--- src/rtl/uart_pkg.sv ---
// uart_pkg: shared FSM state type and parity-mode encodings for uart_core_v2
package uart_pkg;
  typedef enum logic [2:0] {IDLE, START, DATA, PARITY, STOP} state_t;
  localparam logic [1:0] PAR_NONE = 2'b00;
  localparam logic [1:0] PAR_EVEN = 2'b01;
  localparam logic [1:0] PAR_ODD  = 2'b10;
endpackage

--- src/rtl/uart_fifo.sv ---
// uart_fifo: first-word-fall-through FIFO with extra-MSB full/empty detection
module uart_fifo #(
  parameter int D_W     = 8,
  parameter int FIFO_AW = 4
) (
  input  logic           clk,
  input  logic           rst,
  input  logic [D_W-1:0] wdata,
  input  logic           wr,
  input  logic           rd,
  output logic [D_W-1:0] rdata,
  output logic           full,
  output logic           empty
);
  logic [D_W-1:0] mem [2**FIFO_AW];
  logic [FIFO_AW:0] wp, rp;
  logic do_wr, do_rd;
  assign empty = wp == rp;
  assign full  = (wp[FIFO_AW] != rp[FIFO_AW]) && (wp[FIFO_AW-1:0] == rp[FIFO_AW-1:0]);
  assign do_rd = rd && !empty;
  assign do_wr = wr && (!full || do_rd);
  assign rdata = empty ? '0 : mem[rp[FIFO_AW-1:0]];
  // pointer update; a pop frees the slot a same-cycle push into a full FIFO lands in
  always_ff @(posedge clk) begin
    if (rst) begin
      wp <= '0;
      rp <= '0;
    end else begin
      if (do_wr) wp <= wp + 1'b1;
      if (do_rd) rp <= rp + 1'b1;
    end
  end
  // storage write
  always_ff @(posedge clk) begin
    if (do_wr) mem[wp[FIFO_AW-1:0]] <= wdata;
  end
endmodule

--- src/rtl/uart_core_v2.sv ---
// uart_core_v2: UART with baud tick generator, TX/RX FSMs and FIFOs; UART_PARITY_EN enables parity
module uart_core_v2 #(
  parameter int D_W     = 8,
  parameter int B_TICK  = 16,
  parameter int FIFO_AW = 4
) (
  input  logic           clk,
  input  logic           rst,
  input  logic [15:0]    dvsr,
  input  logic [1:0]     parity_mode,
  input  logic           stop2,
  input  logic           rxd,
  output logic           txd,
  input  logic [D_W-1:0] tx_wdata,
  input  logic           tx_wr,
  output logic           tx_full,
  output logic           tx_busy,
  output logic [D_W-1:0] rx_rdata,
  input  logic           rx_rd,
  output logic           rx_empty,
  output logic           rx_parity_err,
  output logic           rx_frame_err,
  output logic           rx_overrun,
  input  logic           err_clr
);
  import uart_pkg::*;
  localparam int TW = $clog2(2 * B_TICK);
  localparam int RW = $clog2(B_TICK);
  localparam int BW = $clog2(D_W);
  localparam logic [TW-1:0] T_BIT   = TW'(B_TICK - 1);
  localparam logic [TW-1:0] T_STOP2 = TW'(2 * B_TICK - 1);
  localparam logic [RW-1:0] R_BIT   = RW'(B_TICK - 1);
  localparam logic [RW-1:0] R_HALF  = RW'(B_TICK / 2 - 1);
  localparam logic [BW-1:0] B_LAST  = BW'(D_W - 1);
  logic [15:0] bcnt;
  logic tick, par_en, par_odd;
  logic tx_empty, tx_pop, rx_full, rx_push;
  logic [D_W-1:0] tx_head;
  state_t ts, ts_n, rs, rs_n;
  logic [TW-1:0] tt, tt_n;
  logic [RW-1:0] rt, rt_n;
  logic [BW-1:0] tb, tb_n, rb, rb_n;
  logic [D_W-1:0] tsh, tsh_n, rsh, rsh_n;
  logic tpen, tpen_n, tpar, tpar_n, ts2, ts2_n, txd_n, tdone;
  logic rpen, rpen_n, rodd, rodd_n, rbit;
  logic rs1, rs2, pe, pe_set, fe_set, ov_set;
  assign par_odd = parity_mode == PAR_ODD;
`ifdef UART_PARITY_EN
  assign par_en = parity_mode == PAR_EVEN || parity_mode == PAR_ODD;
  assign rx_parity_err = pe;
`else
  logic unused_pe;
  assign par_en = 1'b0;
  assign rx_parity_err = 1'b0;
  assign unused_pe = pe;
`endif
  assign tick = bcnt == dvsr;
  // baud counter 0..dvsr, tick on the terminal count
  always_ff @(posedge clk) begin
    if (rst) bcnt <= '0;
    else bcnt <= tick ? '0 : bcnt + 16'd1;
  end
  uart_fifo #(.D_W(D_W), .FIFO_AW(FIFO_AW)) u_tx_fifo (
    .clk(clk), .rst(rst), .wdata(tx_wdata), .wr(tx_wr), .rd(tx_pop),
    .rdata(tx_head), .full(tx_full), .empty(tx_empty)
  );
  uart_fifo #(.D_W(D_W), .FIFO_AW(FIFO_AW)) u_rx_fifo (
    .clk(clk), .rst(rst), .wdata(rsh), .wr(rx_push), .rd(rx_rd),
    .rdata(rx_rdata), .full(rx_full), .empty(rx_empty)
  );
  assign tx_busy = ts != IDLE || !tx_empty;
  assign tdone = tick && tt == ((ts == STOP && ts2) ? T_STOP2 : T_BIT);
  // TX state and datapath registers; txd is registered so it lags the state by one cycle
  always_ff @(posedge clk) begin
    if (rst) begin
      ts <= IDLE; tt <= '0; tb <= '0; tsh <= '0;
      tpen <= 1'b0; tpar <= 1'b0; ts2 <= 1'b0; txd <= 1'b1;
    end else begin
      ts <= ts_n; tt <= tt_n; tb <= tb_n; tsh <= tsh_n;
      tpen <= tpen_n; tpar <= tpar_n; ts2 <= ts2_n; txd <= txd_n;
    end
  end
  // TX next state: frame options latched at pop, each bit held until its tick budget is spent
  always_comb begin
    ts_n = ts;
    tt_n = (ts == IDLE || tdone) ? '0 : (tick ? tt + 1'b1 : tt);
    tb_n = tb;
    tsh_n = tsh;
    tpen_n = tpen;
    tpar_n = tpar;
    ts2_n = ts2;
    tx_pop = 1'b0;
    txd_n = 1'b1;
    case (ts)
      IDLE: if (!tx_empty) begin
        tx_pop = 1'b1;
        ts_n = START;
        tsh_n = tx_head;
        tb_n = '0;
        tpen_n = par_en;
        tpar_n = ^tx_head ^ par_odd;
        ts2_n = stop2;
      end
      START: begin
        txd_n = 1'b0;
        if (tdone) ts_n = DATA;
      end
      DATA: begin
        txd_n = tsh[0];
        if (tdone) begin
          tsh_n = tsh >> 1;
          tb_n = tb + 1'b1;
          if (tb == B_LAST) ts_n = tpen ? PARITY : STOP;
        end
      end
      PARITY: begin
        txd_n = tpar;
        if (tdone) ts_n = STOP;
      end
      default: if (tdone) ts_n = IDLE;
    endcase
  end
  // rxd synchronizer, idles high
  always_ff @(posedge clk) begin
    if (rst) {rs2, rs1} <= 2'b11;
    else {rs2, rs1} <= {rs1, rxd};
  end
  assign rbit = tick && rt == R_BIT;
  // RX state and datapath registers
  always_ff @(posedge clk) begin
    if (rst) begin
      rs <= IDLE; rt <= '0; rb <= '0; rsh <= '0; rpen <= 1'b0; rodd <= 1'b0;
    end else begin
      rs <= rs_n; rt <= rt_n; rb <= rb_n; rsh <= rsh_n; rpen <= rpen_n; rodd <= rodd_n;
    end
  end
  // RX next state: mid-bit sampling, a high start sample is treated as a glitch
  always_comb begin
    rs_n = rs;
    rt_n = (rs == IDLE) ? '0 : (tick ? rt + 1'b1 : rt);
    rb_n = rb;
    rsh_n = rsh;
    rpen_n = rpen;
    rodd_n = rodd;
    rx_push = 1'b0;
    pe_set = 1'b0;
    fe_set = 1'b0;
    case (rs)
      IDLE: if (!rs2) begin
        rs_n = START;
        rpen_n = par_en;
        rodd_n = par_odd;
      end
      START: if (tick && rt == R_HALF) begin
        rt_n = '0;
        rb_n = '0;
        rs_n = rs2 ? IDLE : DATA;
      end
      DATA: if (rbit) begin
        rt_n = '0;
        rsh_n = {rs2, rsh[D_W-1:1]};
        rb_n = rb + 1'b1;
        if (rb == B_LAST) rs_n = rpen ? PARITY : STOP;
      end
      PARITY: if (rbit) begin
        rt_n = '0;
        pe_set = rs2 != (^rsh ^ rodd);
        rs_n = STOP;
      end
      default: if (rbit) begin
        rt_n = '0;
        rx_push = 1'b1;
        fe_set = !rs2;
        rs_n = IDLE;
      end
    endcase
  end
  assign ov_set = rx_push && rx_full && !rx_rd;
  // sticky error flags, a set wins over a same-cycle clear
  always_ff @(posedge clk) begin
    if (rst) begin
      pe <= 1'b0; rx_frame_err <= 1'b0; rx_overrun <= 1'b0;
    end else begin
      pe <= pe_set || (pe && !err_clr);
      rx_frame_err <= fe_set || (rx_frame_err && !err_clr);
      rx_overrun <= ov_set || (rx_overrun && !err_clr);
    end
  end
endmodule

--- config.mk ---
export PLATFORM = sky130hd
export DESIGN_NAME = uart_core_v2
export DESIGN_NICKNAME = d
export VERILOG_FILES = /design/src/rtl/uart_pkg.sv /design/src/rtl/uart_fifo.sv /design/src/rtl/uart_core_v2.sv
export SDC_FILE = /design/constraint.sdc
export NUM_CORES = 1
export LEC_CHECK = 0
export CORE_AREA = 4 4 195 197
export DETAILED_ROUTE_END_ITERATION = 10
export DIE_AREA = 0 0 199 201
export GPL_TIMING_DRIVEN = 1
export HOLD_SLACK_MARGIN = 0.06
export PLACE_DENSITY = 0.66
export RECOVER_POWER = 50
export SYNTH_ARGS = -nofsm -noshare
export SYNTH_HDL_FRONTEND = slang
export SYNTH_HIERARCHICAL = 1
export SYNTH_SLANG_ARGS = --single-unit
--- constraint.sdc ---
create_clock -name clk -period 4.69 [get_ports clk]
set_clock_uncertainty 0.2 [all_clocks]
set_input_delay 1.407 -clock clk [delete_from_list [all_inputs] [get_ports clk]]
set_output_delay 1.407 -clock clk [all_outputs]
set_load 0.01 [all_outputs]
==> results_dict.tcl, run 1 <==
set metrics [dict create \
    status "finished with violations" \
    violations "max-capacitance violations, max-slew violations" \
    numClockSinks 344 \
    diodes 0 \
    dp.cells 1437 \
    synth_edf_count 256 \
    grt.total_usage_pct 14.7 \
    die_area_sq_mm 0.0400 \
    yosys.area_share.simple_pct 8.60 \
    synthDistinctLibCells 61 \
    placed_area_sq_mm 0.0153 \
    ir_worst_vdd_v 0.000379 \
    power_per_cell_area_mw_per_mm2 424 \
    path_clk_slew_ns 0.06 \
    final_cell_mix "256 x edfxtp_1, 87 x dfxtp_1, 60 x nor2_1, 57 x mux4_2, 36 x clkbuf_16" \
    cts_max_level 2 \
    grt.overflow.total 0 \
    setup_viol 0 \
    synth_nets 1001 \
    muxShareOfSynthArea_pct 12.1 \
    setup_tns_ns 0 \
    r2r-start "u_tx_fifo/wp[3]" \
    holdWs_ns 0.211 \
    grt_pass1_wl_um 46600 \
    synth_adder_area_share_pct 1.48 \
    wire_per_inst_um 19.4 \
    clk_path_buf_depth 3 \
    antenna_found_initial 0 \
    end_kind "output port" \
    worst-path-max-fanout 32 \
    die_h_um 201 \
    min_period_ns 4.20 \
    final_max_slew_viol_count 38 \
    syn_inst 951 \
    drtIter0Drc 434 \
    core.rowCount 70 \
    tightestPinTransition_ns 1.57 \
    final_common_cell "edfxtp_1" \
    synth-main-ff-cell "edfxtp_1" \
    num-nets-final 1056 \
    rsz0062_at_grt "no" \
    slew_headroom_pct -4.42 \
    cts_setup_buffers 0 \
    synth-xor-area-share_pct 3.98 \
    synth_area_leaders "edfxtp_1 53%, dfxtp_1 12%, mux4_2 8.9%" \
    max_freq_mhz 238 \
    vias 7999 \
    gp_congestion 0.793 \
    hold_viol 0 \
    min-delay-path-class "register to register" \
    design_area_sq_mm 0.0165 \
    die_w_um 199 \
    cts_made_buffers 35 \
    avgSynthCellArea_sq_um 15.1 \
    cap_viol_max_count 1 \
    fin_cells 1501 \
    hold_depth 1 \
    synth_compound_area_share_pct 5.86 \
    start_util_pct 39.6 \
    cp.arrival_ns 2.59 \
    clockRootBuffer "clkbuf_16" \
    syn_area_sq_mm 0.0144 \
    ant_nets 0 \
    io_buffers 46 \
    drive_gt1_share_pct 14.6 \
    drc 0 \
    dr.pass1.iters 4 \
    synth-seq-area-share_pct 65.7 \
    cts_resized 0 \
    grt_pass1_vias 8066 \
    cp.required_ns 3.08 \
    clk_latency_ns 0.52 \
    area_delta_synth_final_pct 14.5 \
    period_share_pct 89.5 \
    start_kind "register" \
    yosys_warnings 6 \
    wl_um 29200 \
    crit_type "register to output port" \
    ios 48 \
    power_leakage_nw 5.74 \
    synth_top_area_cell "edfxtp_1" \
    synth_seq_cells 344 \
    worstHoldStart "rs1" \
    hold_buffers 0 \
    vias_per_cell 5.33 \
    synth_top_cell_area_share_pct 53.5 \
    dp_hpwl_um 19300 \
    async_flop_share_pct 0 \
    worst_r2r_path_depth 9 \
    core_area_sq_mm 0.0363 \
    synth_top_family_by_area "multiplexers" \
    cts_tree "done" \
    n_fill_cell 3168 \
    grt_max_degree 38 \
]
-- cells by family after synthesis --
family | Yosys count
flops | 344
simple gates | 231
compound gates | 128
mux | 101
buf+inv | 67
xor+xnor | 62
fa+ha+maj | 17
other cells | 1
-- layout make-up --
type	count	area [sq um]	share of cell area (%)
inverter	17	63.8	0.388
timing repair buffer	68	608	3.69
clock buffer	42	923	5.61
clock inverter	22	228	1.38
multi-input combinational	540	4600	28.0
tap	468	586	3.56
sequential	344	9450	57.4
-- final timing paths --
check	endpoint	slack, ns
worst max-delay path	rx_rdata[6]	0.49
worst min-delay path	rs2	0.21
worst max register to register	u_tx_fifo/mem[13][1]	0.85
worst min register to register	rs2	0.21
-- routing by layer --
layer	up-vias	global-route usage, %	wire, um
met5	-	0	0
met4	0	3.05	427
met3	32	2.27	1350
met2	186	24.6	14800
met1	4019	20.5	12600
li1	3762	-	-
-- power by group --
part | switching (mW) | internal (mW) | total (mW)
Combinational | 0.453 | 0.408 | 0.860
Clock | 1.14 | 1.59 | 2.73
Sequential | 0.0652 | 3.32 | 3.39
-- critical path: stages, from the launching register on --
cell	delay, ns
dfxtp_1	0.31
buf_4	0.39
mux4_2	0.62
o22ai_1	0.16
nor3_1	0.07
clkdlybuf4s50_1	0.50
-- registers in the layout, summed over array words and instances, names as in the netlist, 4 cells and up, named ones only --
register / flops
u_tx_fifo/rp: 5
u_rx_fifo/mem: 128
rt: 4
u_rx_fifo/wp: 5
bcnt: 16
u_rx_fifo/rp: 5
tsh: 8
u_tx_fifo/wp: 5
tt: 5
rsh: 8
u_tx_fifo/mem: 128
-- synth_stat cells (12+ instances only) --
cell type	instances
a211oi_1	18
a21oi_1	33
and3_1	29
buf_2	21
clkbuf_1	16
dfxtp_1	88
edfxtp_1	256
ha_1	17
inv_1	17
mux2i_1	35
mux4_2	57
nand2_1	32
nand2b_1	15
nand3_1	16
nand4_1	12
nor2_1	60
nor2b_1	15
nor3_1	15
o21ai_0	24
o22ai_1	16
xnor2_1	27
xor2_1	32
-- through the flow --
step           util [%]  setup WS [ns]  power [mW]
2_1_floorplan         -          0.718        4.08
3_3_place_gp       42.3          0.215        4.32
3_5_place_dp       42.3          0.180        4.33
4_1_cts            45.4          0.478        7.08
5_1_grt            45.4          0.360        7.29
6_report           45.4          0.490        6.98
(Power assumes the default switching activity.)
==> inputs of run 2 (changes only) <==
- CORE_AREA: 4 4 195 197 -> 4 4 250 154
- DIE_AREA: 0 0 199 201 -> 0 0 254 158
==> results_dict.tcl, run 2 (same netlist as run 1, synthesis figures left out) <==
set metrics [dict create \
    path_clk_slew_ns 0.06 \
    power_leakage_nw 5.74 \
    start_util_pct 39.8 \
    top_layer "met4" \
    ant_nets 0 \
    final_max_slew_viol_count 36 \
    min-delay-path-class "register to register" \
    slew_headroom_pct -12.8 \
    critPathBufInv 2 \
    status "finished with violations" \
    rsz0062_at_grt "no" \
    gp_congestion 0.867 \
    end_kind "output port" \
    pre_cts_slack_ns 0.0204 \
    r2r-start "u_tx_fifo/wp[0]" \
    diodes 0 \
    ir_worst_vdd_v 0.000330 \
    max_freq_mhz 231 \
    grt_pass1_vias 8139 \
    die_w_um 254 \
    dr_wl_met3_um 2970 \
    final_cell_mix "256 x edfxtp_1, 87 x dfxtp_1, 60 x nor2_1, 57 x mux4_2" \
    worstHoldStart "rx_overrun" \
    hold_depth 2 \
    cts_setup_buffers 0 \
    dr.pass1.iters 5 \
    die_h_um 158 \
    grt_max_degree 36 \
    clk_latency_ns 0.52 \
    numClockSinks 344 \
    wire_per_inst_um 21.5 \
    die_area_sq_mm 0.0401 \
    cts_max_level 2 \
    wl_um 32400 \
    period_share_pct 92.3 \
    hold_end "rx_overrun" \
    grt.total_usage_pct 16.3 \
    path_cells "buf_4 -> mux4_2 -> o22ai_1 -> nor3_1 -> clkdlybuf4s50_1" \
    vias 8245 \
    critical-path-top-delay-family "buffers and inverters" \
    rrSetupSlack_ns 0.76 \
    hold_viol 0 \
    grt_pass1_wl_um 49900 \
    seqPwrFrac_pct 48.2 \
    switching_share_pct 23.8 \
    worst_r2r_path_depth 11 \
    clk_path_buf_depth 3 \
    clockRootBuffer "clkbuf_16" \
    setup_tns_ns 0 \
    crit_type "register to output port" \
    setup_viol 0 \
    ios 48 \
    core_area_sq_mm 0.0361 \
    power_per_cell_area_mw_per_mm2 430 \
    cts_made_buffers 34 \
    grt.overflow.total 0 \
    drt-met1-wl_um 15800 \
    wl_met2_um 13100 \
    netSwitchingPower_mw 1.69 \
    antenna_found_initial 0 \
    hold_buffers 0 \
    final_common_cell "edfxtp_1" \
    cp.required_ns 3.08 \
    r2r-end "u_tx_fifo/wp[4]" \
    min_period_ns 4.33 \
    worst_slack_ns 0.361 \
    internal_power_mw 5.40 \
    area_delta_synth_final_pct 14.7 \
    drive_gt1_share_pct 14.2 \
    drtIter0Drc 815 \
    tightestPinTransition_ns 1.69 \
    cpMaxStageDelayCell "mux4_2" \
    io_buffers 46 \
    worst-path-max-fanout 18 \
    num-nets-final 1057 \
    dp_hpwl_um 21600 \
    cp.arrival_ns 2.72 \
    pwr-share-comb_pct 12.1 \
    vias_per_cell 5.46 \
    start_kind "register" \
    cpPeakStageDelay_ns 0.56 \
    violations "max-capacitance violations, max-slew violations" \
    cap_viol_max_count 1 \
    holdWs_ns 0.248 \
    drc 0 \
    power.share.clock_pct 39.7 \
    core.rowCount 54 \
    cts_resized 0 \
    cts_tree "done" \
]
## run 2: changes by cell type in the layout (fill, tap and decap cells not counted), moves of 2 or more
cell,previous run,this run
clkinv_8,0,2
buf_4,19,17
clkinv_1,4,6
clkinv_2,9,7
clkbuf_1,10,12
bufinv_16,3,5
clkinvlp_4,3,1
## run 2: area by class of cell
class	count	area, sq um
fill	3161	19600
clock buffer	40	905
sequential	344	9450
tap	476	596
inverter	17	63.8
clock inverter	22	256
multi-input combinational	540	4600
timing repair buffer	70	608
## run 2: power groups by stage
stage	Combinational, mW	Sequential (mW)	Clock [mW]
2_1_floorplan	0.657	3.42	0
3_3_place_gp	0.856	3.48	0
3_5_place_dp	0.868	3.48	0
4_1_cts	0.871	3.41	2.87
5_1_grt	0.946	3.42	3.01
6_report	0.860	3.41	2.81
## run 2: worst max path at each step
stage               cells past startpoint  slack (ns)  startpoint              endpoint
floorplan                               9        0.72     dvsr[5]  u_rx_fifo/mem[11][0]
global placement                        8        0.14     dvsr[9]   u_rx_fifo/mem[6][6]
detailed placement                      8        0.02     dvsr[9]   u_rx_fifo/mem[6][2]
CTS                                     5        0.37    register           rx_rdata[2]
global route                            8        0.17    dvsr[11]   u_rx_fifo/mem[6][7]
finish                                  5        0.36    register           rx_rdata[6]
## run 2: routing by layer
layer	up-vias	GRT usage [%]
met1	4166	25.4
met4	0	3.39
met2	272	22.0
met5	-	0
met3	41	5.65
li1	3766	-
## run 2: stage by stage
stage          cells  utilization (%)  total power, mW  area (sq um)
6_report        1509             45.7             7.08         16500
5_1_grt         1509             45.7             7.38         16500
2_1_floorplan    951                -             4.08         14400
3_3_place_gp    1447             42.5             4.33         15300
3_5_place_dp    1447             42.5             4.35         15300
4_1_cts         1509             45.8             7.16         16500
## run 2: worst min-delay path, stage by stage (launching register included)
cell     delay, ns
dfxtp_1       0.32
nand2_1       0.05
o41ai_1       0.05
==> inputs of run 3 (changes only) <==
- CORE_AREA: 4 4 250 154 -> 4 4 175 219
- DIE_AREA: 0 0 254 158 -> 0 0 179 223
- SETUP_SLACK_MARGIN: default -> 0.3
- TNS_END_PERCENT: default -> 1
==> results_dict.tcl, run 3 (same netlist as run 1, synthesis figures left out) <==
set metrics [dict create \
    worst-path-max-fanout 9 \
    end_kind "output port" \
    min_period_ns 4.27 \
    path_cells "xor2_1 -> nor4_4 -> and2_0 -> nand2_1 -> clkdlybuf4s50_1" \
    max_freq_mhz 234 \
    cp.arrival_ns 2.67 \
    cpMaxStageDelayCell "nor4_4" \
    start_util_pct 39.7 \
    n_fill_cell 3105 \
    setup_viol 0 \
    numClockSinks 344 \
    cts_setup_buffers 0 \
    antenna_found_initial 0 \
    dr.pass1.iters 7 \
    period_share_pct 91.1 \
    fin_cells 1517 \
    placed_area_sq_mm 0.0154 \
    clk_path_buf_depth 3 \
    cts_max_level 2 \
    ios 48 \
    status "finished with violations" \
    design_area_sq_mm 0.0166 \
    die_h_um 223 \
    drc 0 \
    drive_gt1_share_pct 14.9 \
    cap_viol_max_count 1 \
    die_w_um 179 \
    cts_tree "done" \
    grt_pass1_vias 8139 \
    final_core_util_pct 45.7 \
    vias_per_cell 5.36 \
    worst_slack_ns 0.417 \
    cpPeakStageDelay_ns 0.56 \
    violations "max-capacitance violations, max-slew violations" \
    power_leakage_nw 5.78 \
    slew_headroom_pct -63.0 \
    setup_tns_ns 0 \
    final_common_cell "edfxtp_1" \
    final_max_slew_viol_count 59 \
    min-delay-path-class "register to register" \
    drtIter0Drc 765 \
    pre_cts_slack_ns 0.244 \
    clockRootBuffer "clkbuf_16" \
    rsz0062_at_grt "no" \
    dp.cells 1452 \
    hold_viol 0 \
    clk_latency_ns 0.53 \
    area_delta_synth_final_pct 15.2 \
    final_cell_mix "256 x edfxtp_1, 86 x dfxtp_1, 60 x nor2_1, 57 x mux4_2, 38 x clkbuf_16" \
    gp_congestion 0.806 \
    dp_hpwl_um 20100 \
    grt_pass1_wl_um 46800 \
    crit_type "register to output port" \
    grt_max_degree 59 \
    diodes 0 \
    grt.overflow.total 0 \
    vias 8132 \
    ant_nets 0 \
    num-nets-final 1061 \
    cts_made_buffers 37 \
    grt.total_usage_pct 15.1 \
    ir_worst_vdd_v 0.000395 \
    wire_per_inst_um 19.8 \
    holdWs_ns 0.206 \
    tightestPinTransition_ns 2.45 \
    die_area_sq_mm 0.0399 \
    power_per_cell_area_mw_per_mm2 426 \
    core.rowCount 78 \
    core_area_sq_mm 0.0362 \
    io_buffers 46 \
    power_mw 7.06 \
    path_clk_slew_ns 0.05 \
    start_kind "register" \
    wl_um 30000 \
    cp.required_ns 3.08 \
]
-- run 3: cell types whose count changed in the layout (fill, tap and decap cells not counted), sizes merged --
cell / before / now
bufinv: 5 / 1
clkinvlp: 1 / 2
clkinv: 15 / 8
inv: 18 / 19
buf: 17 / 22
clkbuf: 48 / 56
-- run 3: cell type report --
| class | count | area (sq um) | share of cell area, % |
|---|---|---|---|
| Timing Repair Buffer | 71 | 643 | 3.88 |
| Inverter | 17 | 63.8 | 0.385 |
| Clock buffer | 52 | 1070 | 6.48 |
| Clock inverter | 13 | 121 | 0.733 |
| Multi-Input combinational cell | 540 | 4600 | 27.8 |
| Tap cell | 480 | 601 | 3.63 |
| Sequential cell | 344 | 9450 | 57.1 |
-- run 3: path summary, 6_finish.rpt --
path                                       from             endpoint  slack, ns  cells after the start
worst max register to register  u_tx_fifo/wp[2]  u_tx_fifo/mem[5][4]       0.86                      8
worst min-delay path                        rs1                  rs2       0.21                      1
worst max-delay path            u_tx_fifo/wp[0]              tx_busy       0.42                      5
worst min register to register              rs1                  rs2       0.21                      1
-- run 3: layer usage --
layer	global-route usage [%]	share of wire (%)	vias to the layer above
met5	0	0	-
met4	5.20	3.0	0
met3	2.31	4.6	55
met2	26.0	51	214
met1	19.3	41	4097
li1	-	-	3766
-- run 3: repair_timing --
item	in CTS	in global routing
resized for setup	0	1
hold endpoints to repair	0	0
setup endpoints to repair	0	8
hold buffers	0	0
-- run 3: critical path, delay by kind of cell (launching register included) --
kind	cells	cell delay, ns
XOR/XNOR	1	0.14
buffers and inverters	1	0.50
flip-flops	1	0.45
AND/OR/NAND/NOR	3	1.06
-- run 3: power breakdown --
part	internal, mW	leakage [nW]	switching [mW]
Sequential	3.32	3.36	0.0673
Clock	1.66	0.577	1.13
Combinational	0.406	1.84	0.469
Total	5.39	5.78	1.67
